**src/rtl/full_st1_act_pkg.sv**
```systemverilog
// Shared types for the stage-1 activation block.
// Contents: float_24_8 type and field positions, act_state_t FSM encoding,
// and float_scale_down(), which multiplies a float by 2^-shift and flushes
// the result to +0 when the exponent would reach zero or wrap below it.
package full_st1_act_pkg;

    typedef logic [31:0] float_24_8;

    localparam int unsigned SIGN_BIT = 31;
    localparam int unsigned EXP_MSB  = 30;
    localparam int unsigned EXP_LSB  = 23;
    localparam int unsigned MAN_MSB  = 22;

    typedef enum logic {
        FILL = 1'b0,
        HOLD = 1'b1
    } act_state_t;

    function automatic float_24_8 float_scale_down(input float_24_8 f, input logic [7:0] shift);
        logic [7:0] exp_v;
        exp_v = f[EXP_MSB:EXP_LSB];
        if (exp_v <= shift) begin
            return '0;
        end
        return {f[SIGN_BIT], exp_v - shift, f[MAN_MSB:0]};
    endfunction

endpackage

```
**src/rtl/full_st1_act_pipe.sv**
```systemverilog
// Single valid/ready register slice carrying a 32-bit word and a first flag.
// The word is already transformed by the caller; this slice only registers it.
// Ports:
//   clk, reset      clock, asynchronous active-high reset
//   i_en            extra accept qualifier from the owner (e.g. FSM state)
//   i_vld/i_data/i_fst, o_rdy   upstream side
//   o_acc           upstream beat accepted this cycle
//   o_vld/o_data/o_fst, i_rdy   downstream side
module full_st1_act_pipe
    import full_st1_act_pkg::*;
(
    input  logic      clk,
    input  logic      reset,
    input  logic      i_en,
    input  logic      i_vld,
    input  float_24_8 i_data,
    input  logic      i_fst,
    output logic      o_rdy,
    output logic      o_acc,
    output float_24_8 o_data,
    output logic      o_fst,
    output logic      o_vld,
    input  logic      i_rdy
);

    float_24_8 r_data;
    logic      r_fst;
    logic      r_vld;
    logic      w_rdy;

    // Can take a new beat when empty or when the held beat leaves this cycle.
    assign w_rdy = (!r_vld || i_rdy) && i_en;
    assign o_rdy = w_rdy;
    assign o_acc = w_rdy && i_vld;

    always_ff @(posedge clk or posedge reset) begin
        if (reset) begin
            r_data <= '0;
            r_fst  <= 1'b0;
            r_vld  <= 1'b0;
        end else if (w_rdy && i_vld) begin
            r_data <= i_data;
            r_fst  <= i_fst;
            r_vld  <= 1'b1;
        end else if (i_rdy) begin
            r_vld  <= 1'b0;
        end
    end

    assign o_data = r_data;
    assign o_fst  = r_fst;
    assign o_vld  = r_vld;

endmodule

```
**src/rtl/full_st1_act.sv**
```systemverilog
// Activation stage after FC stage 1.
// Forward: ReLU / leaky ReLU on stage_1_data_out -> stage_2_data, recording a
// derivative mask per vector element. Backward (err_en=1): stage_2_error is
// gated by that mask and emitted on stage_1_error.
// Ports: clk/reset; err_en training mode; stage_1_data_out* input stream;
// stage_2_data* activated stream; stage_2_error* error in; stage_1_error*
// gated error out; act_busy high while in HOLD.
module full_st1_act
    import full_st1_act_pkg::*;
#(
    parameter int unsigned VEC_LEN    = 6,
    parameter int unsigned LEAKY      = 0,
    parameter int unsigned LEAK_SHIFT = 3
) (
    input  logic      clk,
    input  logic      reset,
    input  logic      err_en,
    input  float_24_8 stage_1_data_out,
    input  logic      stage_1_data_out_fst,
    input  logic      stage_1_data_out_vld,
    output logic      stage_1_data_out_rdy,
    output float_24_8 stage_2_data,
    output logic      stage_2_data_fst,
    output logic      stage_2_data_vld,
    input  logic      stage_2_data_rdy,
    input  float_24_8 stage_2_error,
    input  logic      stage_2_error_fst,
    input  logic      stage_2_error_vld,
    output logic      stage_2_error_rdy,
    output float_24_8 stage_1_error,
    output logic      stage_1_error_fst,
    output logic      stage_1_error_vld,
    input  logic      stage_1_error_rdy,
    output logic      act_busy
);

    localparam int unsigned   IW       = (VEC_LEN > 1) ? $clog2(VEC_LEN) : 1;
    localparam logic [IW-1:0] LAST_IDX = IW'(VEC_LEN - 1);
    localparam logic [IW-1:0] IDX_ONE  = IW'(1);
    localparam logic [7:0]    SHIFT8   = 8'(LEAK_SHIFT);

    act_state_t           r_state, w_state_nxt;
    logic [IW-1:0]        r_fwd_idx, w_fwd_idx_nxt, w_fwd_idx;
    logic [IW-1:0]        r_err_idx, w_err_idx_nxt, w_err_idx;
    logic [VEC_LEN-1:0]   r_mask;

    logic      w_fwd_en, w_err_en;
    logic      w_fwd_acc, w_err_acc;
    logic      w_pos;
    float_24_8 w_fwd_data, w_err_data;

    assign w_fwd_en = (r_state == FILL) || !err_en;
    assign w_err_en = (r_state == HOLD) && err_en;

    // fst restarts the element count on either path.
    assign w_fwd_idx = stage_1_data_out_fst ? '0 : r_fwd_idx;
    assign w_err_idx = stage_2_error_fst ? '0 : r_err_idx;

    always_comb begin
        w_pos      = !stage_1_data_out[SIGN_BIT] && (stage_1_data_out[EXP_MSB:EXP_LSB] != 8'd0);
        w_fwd_data = '0;
        if (w_pos) begin
            w_fwd_data = stage_1_data_out;
        end else if ((LEAKY != 0) && stage_1_data_out[SIGN_BIT]) begin
            // -0 has exponent 0 and therefore flushes to +0 here as well.
            w_fwd_data = float_scale_down(stage_1_data_out, SHIFT8);
        end
    end

    always_comb begin
        w_err_data = '0;
        if (r_mask[w_err_idx]) begin
            w_err_data = stage_2_error;
        end else if (LEAKY != 0) begin
            w_err_data = float_scale_down(stage_2_error, SHIFT8);
        end
    end

    full_st1_act_pipe u_fwd (
        .clk    (clk),
        .reset  (reset),
        .i_en   (w_fwd_en),
        .i_vld  (stage_1_data_out_vld),
        .i_data (w_fwd_data),
        .i_fst  (stage_1_data_out_fst),
        .o_rdy  (stage_1_data_out_rdy),
        .o_acc  (w_fwd_acc),
        .o_data (stage_2_data),
        .o_fst  (stage_2_data_fst),
        .o_vld  (stage_2_data_vld),
        .i_rdy  (stage_2_data_rdy)
    );

    full_st1_act_pipe u_err (
        .clk    (clk),
        .reset  (reset),
        .i_en   (w_err_en),
        .i_vld  (stage_2_error_vld),
        .i_data (w_err_data),
        .i_fst  (stage_2_error_fst),
        .o_rdy  (stage_2_error_rdy),
        .o_acc  (w_err_acc),
        .o_data (stage_1_error),
        .o_fst  (stage_1_error_fst),
        .o_vld  (stage_1_error_vld),
        .i_rdy  (stage_1_error_rdy)
    );

    always_comb begin
        w_state_nxt   = r_state;
        w_fwd_idx_nxt = r_fwd_idx;
        w_err_idx_nxt = r_err_idx;

        if (w_fwd_acc) begin
            w_fwd_idx_nxt = (w_fwd_idx == LAST_IDX) ? '0 : w_fwd_idx + IDX_ONE;
            if ((w_fwd_idx == LAST_IDX) && err_en && (r_state == FILL)) begin
                w_state_nxt = HOLD;
            end
        end

        if (r_state == HOLD) begin
            if (!err_en) begin
                // Leaving training mode abandons the rest of the error vector.
                w_state_nxt   = FILL;
                w_err_idx_nxt = '0;
            end else if (w_err_acc) begin
                w_err_idx_nxt = (w_err_idx == LAST_IDX) ? '0 : w_err_idx + IDX_ONE;
                if (w_err_idx == LAST_IDX) begin
                    w_state_nxt = FILL;
                end
            end
        end
    end

    always_ff @(posedge clk or posedge reset) begin
        if (reset) begin
            r_state   <= FILL;
            r_fwd_idx <= '0;
            r_err_idx <= '0;
        end else begin
            r_state   <= w_state_nxt;
            r_fwd_idx <= w_fwd_idx_nxt;
            r_err_idx <= w_err_idx_nxt;
        end
    end

    always_ff @(posedge clk or posedge reset) begin
        if (reset) begin
            r_mask <= '0;
        end else if (w_fwd_acc) begin
            r_mask[w_fwd_idx] <= w_pos;
        end
    end

    assign act_busy = (r_state != FILL);

endmodule

```
**config.mk**
```make
export PLATFORM = sky130hd
export DESIGN_NAME = full_st1_act
export DESIGN_NICKNAME = d
export VERILOG_FILES = /design/src/rtl/full_st1_act_pkg.sv /design/src/rtl/full_st1_act_pipe.sv /design/src/rtl/full_st1_act.sv
export SDC_FILE = /design/constraint.sdc
export NUM_CORES = 1
export LEC_CHECK = 0
export ABC_AREA = 0
export BUFFER_PORTS_ARGS = -buffer_cell sky130_fd_sc_hd__clkbuf_2
export CAP_MARGIN = 20
export CORE_MARGIN = 4
export CORE_UTILIZATION = 52
export CTS_CLUSTER_SIZE = 14
export DETAILED_ROUTE_END_ITERATION = 7
export PLACE_DENSITY_LB_ADDON = 0.05
export SETUP_SLACK_MARGIN = 0.4
export SLEW_MARGIN = 30
export SYNTH_ARGS = -nofsm -noshare
export SYNTH_HDL_FRONTEND = slang
export SYNTH_SLANG_ARGS = --single-unit
```
**constraint.sdc**
```tcl
create_clock -name clk -period 5 [get_ports clk]
set_input_delay 0.5 -clock clk [delete_from_list [all_inputs] [get_ports clk]]
set_output_delay 0.5 -clock clk [all_outputs]
set_load 0.05 [all_outputs]
```
# Yosys cells after proc, flatten, opt, wreduce, memory -nomap -nowiden
# Index checks and enable logic that the tools add are counted.
[totals]
register_bits = 81
wordCells = 62
[classes]
addsub = 2
magnitude_cmp = 3
n_eq_ne = 3
n_mux = 23
n_bitwise = 1
n_reduce_logical = 20
[ops]
columns = ["cell", "count"]
rows = [
  ["32-bit two-way mux", 2],
  ["3-bit two-way mux", 6],
  ["1-bit two-way mux", 12],
  ["1-bit logical AND", 9],
  ["3-bit by 4-bit less-than comparator with 1-bit output (second input constant)", 2],
  ["8-bit nonzero test", 1],
  ["3-bit by 1-bit adder with 3-bit output (second input constant)", 2],
  ["6-bit bitwise mux", 1],
  ["3-bit == test (second input constant)", 2],
  ["1-bit logical NOT", 4],
  ["2-bit nonzero test", 2],
  ["1-bit binary-select mux with 3-bit select", 1],
  ["1-bit demux with 3-bit select", 1],
  ["3-bit by 1-bit greater-or-equal comparator with 1-bit output (second input constant)", 1],
  ["1-bit logical OR", 3],
  ["2-bit by 1-bit != test with 1-bit output (second input constant)", 1],
  ["2-bit AND reduction", 1],
  ["1-bit inverter", 1],
]

# Depth between registers and ports, before layout
# Gate-level depths: netlist (run 1).
[logic_depth]
ltp_word = 10
mapped_depth = 6
depth_no_buf = 4

# Hierarchy
# Synthesis (run 1) repeated with hierarchy kept, for this count alone.
[hier_totals]
cells_unflattened = 373
hier_area_um2 = 4454.3
[modules_own_cells]
columns = ["mod", "instances", "cells_each", "area_each_um2", "seq_area_each_um2"]
rows = [
  ["full_st1_act_pipe", 2, 77, 1448.9, 850.8],
  ["full_st1_act", 1, 219, 1556.5, 325.3],
]

# Worst setup path before layout (run 1)
# Ideal clock, no wire load.
[synth_timing]
kind = "register -> output"
from = "register r_state (netlist: act_busy)"
to = "output stage_2_error_rdy"
arrival_time_ns = 1.622
t_required_ns = 4.500
path_slack_ns = 2.878
path_stages_with_launch = 3
n_path_buf = 0
path_cell_list = "dfrtp_1 > nand2_1 > nor2b_1"
[synth_between]
elab_chain_cells = 2
[synth_lines]
columns = ["element", "line", "source"]
rows = [
  ["start, declared", "full_st1_act.sv:42", "act_state_t r_state, w_state_nxt;"],
  ["start signal, assigned", "full_st1_act.sv:141", "r_state <= w_state_nxt;"],
  ["1-bit logical AND", "full_st1_act.sv:53", "assign w_err_en = (r_state == HOLD) && err_en;"],
  ["1-bit logical AND", "full_st1_act_pipe.sv:32", "assign w_rdy = (!r_vld || i_rdy) && i_en;"],
  ["end, declared", "full_st1_act.sv:29", "output logic stage_2_error_rdy,"],
]
# Every way passes these cells.

# Worst setup path after layout (run 1)
[layout_timing]
from = "register u_err.r_vld (netlist: u_err.o_vld)"
to = "register u_err.r_data[7] (netlist: u_err.o_data[7])"
[layout_between]
elab_chain_cells = 4
[layout_lines]
columns = ["element", "line", "source"]
rows = [
  ["start, declared", "full_st1_act_pipe.sv:28", "logic r_vld;"],
  ["start signal, assigned", "full_st1_act_pipe.sv:40", "r_vld <= 1'b0;"],
  ["start signal, assigned", "full_st1_act_pipe.sv:44", "r_vld <= 1'b1;"],
  ["start signal, assigned", "full_st1_act_pipe.sv:46", "r_vld <= 1'b0;"],
  ["1-bit logical NOT", "full_st1_act_pipe.sv:32", ""],
  ["1-bit logical OR", "full_st1_act_pipe.sv:32", ""],
  ["1-bit logical AND", "full_st1_act_pipe.sv:32", ""],
  ["1-bit logical AND", "full_st1_act_pipe.sv:41", "end else if (w_rdy && i_vld) begin"],
  ["end signal, assigned", "full_st1_act_pipe.sv:42", "r_data <= i_data;"],
  ["end, declared", "full_st1_act_pipe.sv:26", "float_24_8 r_data;"],
]
# Every way passes these cells.
# A chain may end at the register's enable or synchronous reset.

==> results.cfg, run 1 <==
[setup_path]
r2r_start = u_err.o_vld
worst-path-buf-inv = 1
cp_top_family = simple AND/OR/NAND/NOR gates
crit_required_ns = 5.20
crit_fanout = 35
max_stage_delay_ns = 0.76
worst_ep_arrival_time_ns = 2.79
setup.worst_path.class = reg2reg
worstSetupStartpoint = u_err.o_vld
cp-end-kind = register
cp_cell_sequence = nand2b_1, nand4_2, a311oi_4, buf_4, a21oi_1
cpMaxStageDelayCell = nand4_2
start_kind = register

[global_route]
grt_max_degree = 82
grt_util_all_layers_pct = 20.2
grt_pass1_vias = 2944
antenna_found_initial = 0
grt_pass1_wl_mm = 13.6
grt.overflow.total = 0

[clocking]
hold_buffers = 0
post-cts-setup-buffers = 0
cts_sinks = 81
cts_tree = yes
clockBufferDepth = 2
clk_pin_slew_ns = 0.08
root_buffer = clkbuf_8
htreeDepth = 3
cts_buffers = 9
clk_latency_ns = 0.34
cts-resized-gates = 0

[synthesis]
syn_inst = 321
synth_common_cells = 89 x nand2_1, 81 x dfrtp_1, 30 x a21oi_2
synthXorXnorAreaFrac_pct = 0
async_reset_ff_share_pct = 100
synth_compound_area_share_pct = 18.9
yosysTopAreaCell = dfrtp_1
ys_seq_elements = 81
syn-num-nets = 394
synthTopCellsByArea = dfrtp_1 58%, nand2_1 9.6%, a21oi_2 7.5%, a22o_1 5.8%, nand2b_1 2.1%
synth_top_family_by_area = compound AO/OA/AOI/OAI gates
syn_area_um2 = 3500
synth.distinct_cells = 35
ys.flop_type = dfrtp_1
yosysSeqAreaShare_pct = 58.0
synth_edf_count = 0
synth_top_cell_area_share_pct = 58.0
avgSynthCellArea_um2 = 10.9
synth.most_common_cell = nand2_1
yosysWarnings = 0
synth_simple_gate_area_share_pct = 16.5
muxShareOfSynthArea_pct = 2.79
synth_adder_area_share_pct = 0

[sta]
min_period_over_period_pct = 51.9
fin_crit_ns = 2.59
rsz0062_at_grt = no
tns_ns = 0
hold_viol_final = 0
fin_skew_ns = 0.0142
worstMarginPinSlew_ns = 0.929
setup_viol_count_final = 0
whs_ns = 0.302
max_slew_margin_pct = 37.9
drv_slew = 0
max_freq_ghz = 0.386

[finish]
diodes = 0
areaGrowthSynthToFinish_pct = 25.6
fin_nets = 531
drive_above_1_share_pct = 44.1

[die]
core-area_um2 = 6420
initial_core_util_pct = 54.5
fp.dieArea_um2 = 8100
die_w_um = 90.0
rows = 29
die_y_um = 90.0
ioPinCount = 144

[power_and_ir_drop]
power_leakage_nw = 2.20
vdd_ir_drop_max_v = 0.000229
power_per_cell_area_nw_per_um2 = 495

[drt]
drcViolationCount = 0
viasPerCell = 5.19
wirelength_mm = 7.85
ant_nets = 0
routed-via-count = 2800
drt_pass1_iterations = 4
wl_per_cell_um = 14.5
drtIter0Drc = 101

[hold_path]
hp-class = in2async

[placed_design]
dpl.hpwl_mm = 5.59
io_buffers = 143
place_congestion = 0.759

[run_status]
outcome = complete, no violations

[flow_run]
cap_violations = 0
-- through the flow --
step	instances	total power, mW	area (um2)	utilization [%]	setup WS (ns)
2_1_floorplan	321	1.56	3500	-	2.42
3_3_place_gp	524	1.75	4210	65.5	2.26
3_5_place_dp	524	1.76	4210	65.5	2.16
4_1_cts	540	2.20	4390	68.4	2.38
5_1_grt	540	2.30	4390	68.4	2.17
6_report	540	2.18	4390	68.4	2.41
-- final timing paths --
path	endpoint	slack, ns	cells after the start
max	u_err.o_data[7]	2.41	5
min	u_err.o_data[15]	0.30	3
max reg2reg	u_err.o_data[7]	2.41	5
min reg2reg	u_fwd.o_data[29]	0.48	2
max in group asynchronous	r_mask[3]	4.18	3
min in group clk	u_err.o_data[0]	0.37	3
-- layer usage --
metal	vias to the layer above	wire length [um]	track usage, %
met2	82	3940	35.2
li1	1371	-	-
met5	-	0	0
met3	8	481	4.84
met4	0	95	6.51
met1	1339	3340	24.7
-- state kept, by name, summed over array words and instances (netlist names) --
| signal | flops |
|---|---|
| act_busy | 1 |
| r_err_idx | 3 |
| r_fwd_idx | 3 |
| r_mask | 6 |
| u_err.o_data | 32 |
| u_err.o_fst | 1 |
| u_err.o_vld | 1 |
| u_fwd.o_data | 32 |
| u_fwd.o_fst | 1 |
| u_fwd.o_vld | 1 |
-- power by group --
group | leakage [nW] | internal (mW) | switching [mW]
combinational | 1.04 | 0.231 | 0.604
clock | 0.0857 | 0.197 | 0.233
sequential | 1.07 | 0.805 | 0.105
-- cell families (layout without fill, tap and decap cells) --
family                 after synthesis  count (layout)
buffers and inverters               22             164
flip-flops                          81              81
AND/OR/NAND/NOR                    127             127
multiplexers                         9               9
AO/OA/AOI/OAI                       82              82
-- layout make-up --
| class | count | area, um2 |
|---|---|---|
| well taps | 77 | 96.3 |
| flip-flops and latches | 81 | 2030 |
| multi-input cells | 218 | 1340 |
| clock buffers | 11 | 141 |
| repair buffers | 146 | 742 |
| fillers | 538 | 2030 |
| inverters | 2 | 8.76 |
| clock inverters | 5 | 41.3 |
-- cell usage in the layout (no fill, tap or decap), drive strengths merged, types with 3 or more instances in the layout --
cell type  Yosys  layout
clkbuf         5     154
nand2         89      89
dfrtp         81      81
a21oi         34      34
a22o          23      23
o21ai         15      15
nand2b        12      12
mux2           6       6
nor2           4       4
nor3           4       4
nor4           4       4
clkinv         0       4
nor2b          3       3
mux2i          3       3
and2           3       3
buf           15       3
-- tightest hold or removal path, cell delays in order --
cell,delay [ns]
clkbuf_2,0.09
clkinv_2,0.04
buf_6,0.51
Note: power is estimated with default switching activity, not from simulation.
==> run 2: changes to the inputs <==
- CORE_UTILIZATION: 52 -> 43
- clock period: 5 -> 2.2 ns (I/O delays scaled with it)
==> run 2 against run 1 <==
Compared with the run above:
- combinational power grew 130%
- worst hold slack worse by 0.21 ns
- setup slack got worse by 1.9 ns
- cell count grew 5.2%
- sequential share of layout area down 1.9 points
- clock skew shrank 0.0054 ns
- critical endpoint is now u_err.o_data[8]
- largest cell class unchanged
- highest routed layer unchanged
==> results.cfg, run 2 (synthesized netlist as in run 1, its figures left out) <==
[run_status]
outcome = complete, no violations

[sta]
setup_viol_count_final = 0
rsz0062_at_grt = yes
max_freq_ghz = 0.597
worstMarginPinSlew_ns = 0.471
fin_crit_ns = 1.68
tns_ns = 0
min_period_over_period_pct = 76.1
hold_viol_final = 0
drv_slew = 0
fin_skew_ns = 0.00878
max_slew_margin_pct = 68.6
whs_ns = 0.0950

[clocking]
cts_sinks = 81
clockBufferDepth = 2
htreeDepth = 3
clk_pin_slew_ns = 0.08
cts_tree = yes
cts_buffers = 9
post-cts-setup-buffers = 0
clk_latency_ns = 0.34
root_buffer = clkbuf_8

[placed_design]
io_buffers = 143
dpl.hpwl_mm = 5.55
dp.cells = 552
postPlaceCellArea_um2 = 4290
place_congestion = 0.768

[die]
core-area_um2 = 7810
die_w_um = 98.2
initial_core_util_pct = 44.8
ioPinCount = 144
die_y_um = 98.2
rows = 32
fp.dieArea_um2 = 9640

[drt]
wirelength_mm = 7.94
drtIter0Drc = 117
viasPerCell = 4.95
ant_nets = 0
wl_per_cell_um = 14.0
drt_pass1_iterations = 5
drcViolationCount = 0
routed-via-count = 2809

[finish]
final_common_cell = clkbuf_2
layout_common_cells = 143 x clkbuf_2, 89 x nand2_1, 80 x dfrtp_1
final_cells = 568
final_area_um2 = 4580
drive_above_1_share_pct = 45.7
areaGrowthSynthToFinish_pct = 31.0
fin_nets = 535
diodes = 0

[flow_run]
cap_violations = 0

[global_route]
grt_util_all_layers_pct = 17.0
grt.overflow.total = 0
antenna_found_initial = 0
grt_pass1_wl_mm = 13.5
grt_max_degree = 82
grt_pass1_vias = 2828

[power_and_ir_drop]
finalPower_mw = 5.36
vdd_ir_drop_max_v = 0.000471
power_leakage_nw = 2.27
power_per_cell_area_nw_per_um2 = 1170

[setup_path]
start_kind = register
crit_required_ns = 2.41
setup.worst_path.class = reg2reg
worst_ep_arrival_time_ns = 1.89
crit_fanout = 32
cp-end-kind = register

[hold_path]
hp-class = in2reg
run 2: cell count changes in the layout (fill, tap and decap cells not counted), sizes merged:
cell,before,now
clkinv,4,0
dlygate4sd3,0,1
bufinv,0,4
buf,3,6
clkbuf,154,153
run 2: path summary, 6_finish.rpt:
kind | from | end | slack (ns) | depth (start not counted)
worst max-delay path | r_err_idx[0] | u_err.o_data[8] | 0.52 | 5
worst min register to register | u_fwd.o_fst | u_fwd.o_fst | 0.48 | 2
worst max register to register | r_err_idx[0] | u_err.o_data[8] | 0.52 | 5
max in group asynchronous | reset | act_busy | 1.31 | 4
min in group asynchronous | reset | u_fwd.o_data[12] | 0.56 | 4
worst min-delay path | stage_1_data_out[10] | u_fwd.o_data[10] | 0.09 | 2
run 2: worst max-delay path, stage by stage (launching register included):
cell and delay (ns):
dfrtp_1 0.51, nor2b_2 0.29, nand2_1 0.12, a311oi_4 0.28
buf_12 0.27, a21oi_1 0.07
run 2: per-stage QoR:
step | setup WS, ns | util, %
3_5_place_dp | 0.337 | 55.0
6_report | 0.525 | 58.7
5_1_grt | 0.392 | 58.7
3_3_place_gp | 0.418 | 55.0
4_1_cts | 0.430 | 58.5
2_1_floorplan | 0.437 | -
run 2: area by class of cell:
cell class	count	area (um2)
Sequential cell	81	2030
Fill cell	702	3230
Inverter	2	11.3
Clock buffer	10	138
Tap cell	102	128
Timing Repair Buffer	150	796
Clock inverter	5	128
Multi-Input combinational cell	218	1350
run 2: power breakdown:
group / switching [mW] / leakage (nW) / internal [mW]
clock: 0.501 / 0.129 / 0.894
sequential: 0.226 / 1.07 / 1.83
combinational: 1.37 / 1.07 / 0.537
total: 2.10 / 2.27 / 3.26
run 2: metal layers:
metal  wire length (um)  up-vias  global-route usage, %
li1                   -     1377                      -
met1               3520     1325                   22.6
met3                675       10                   4.93
met4                 92        0                   5.04
met2               3650       97                   27.3
met5                  0        -                      0
run 2: what timing repair did:
| action | 4_1_cts | 5_1_grt |
|---|---|---|
| hold endpoints to repair | 42 | 0 |
| endpoints found under the setup margin | 23 | 34 |
| resized for setup | 1 | 3 |
| hold buffers | 1 | 0 |
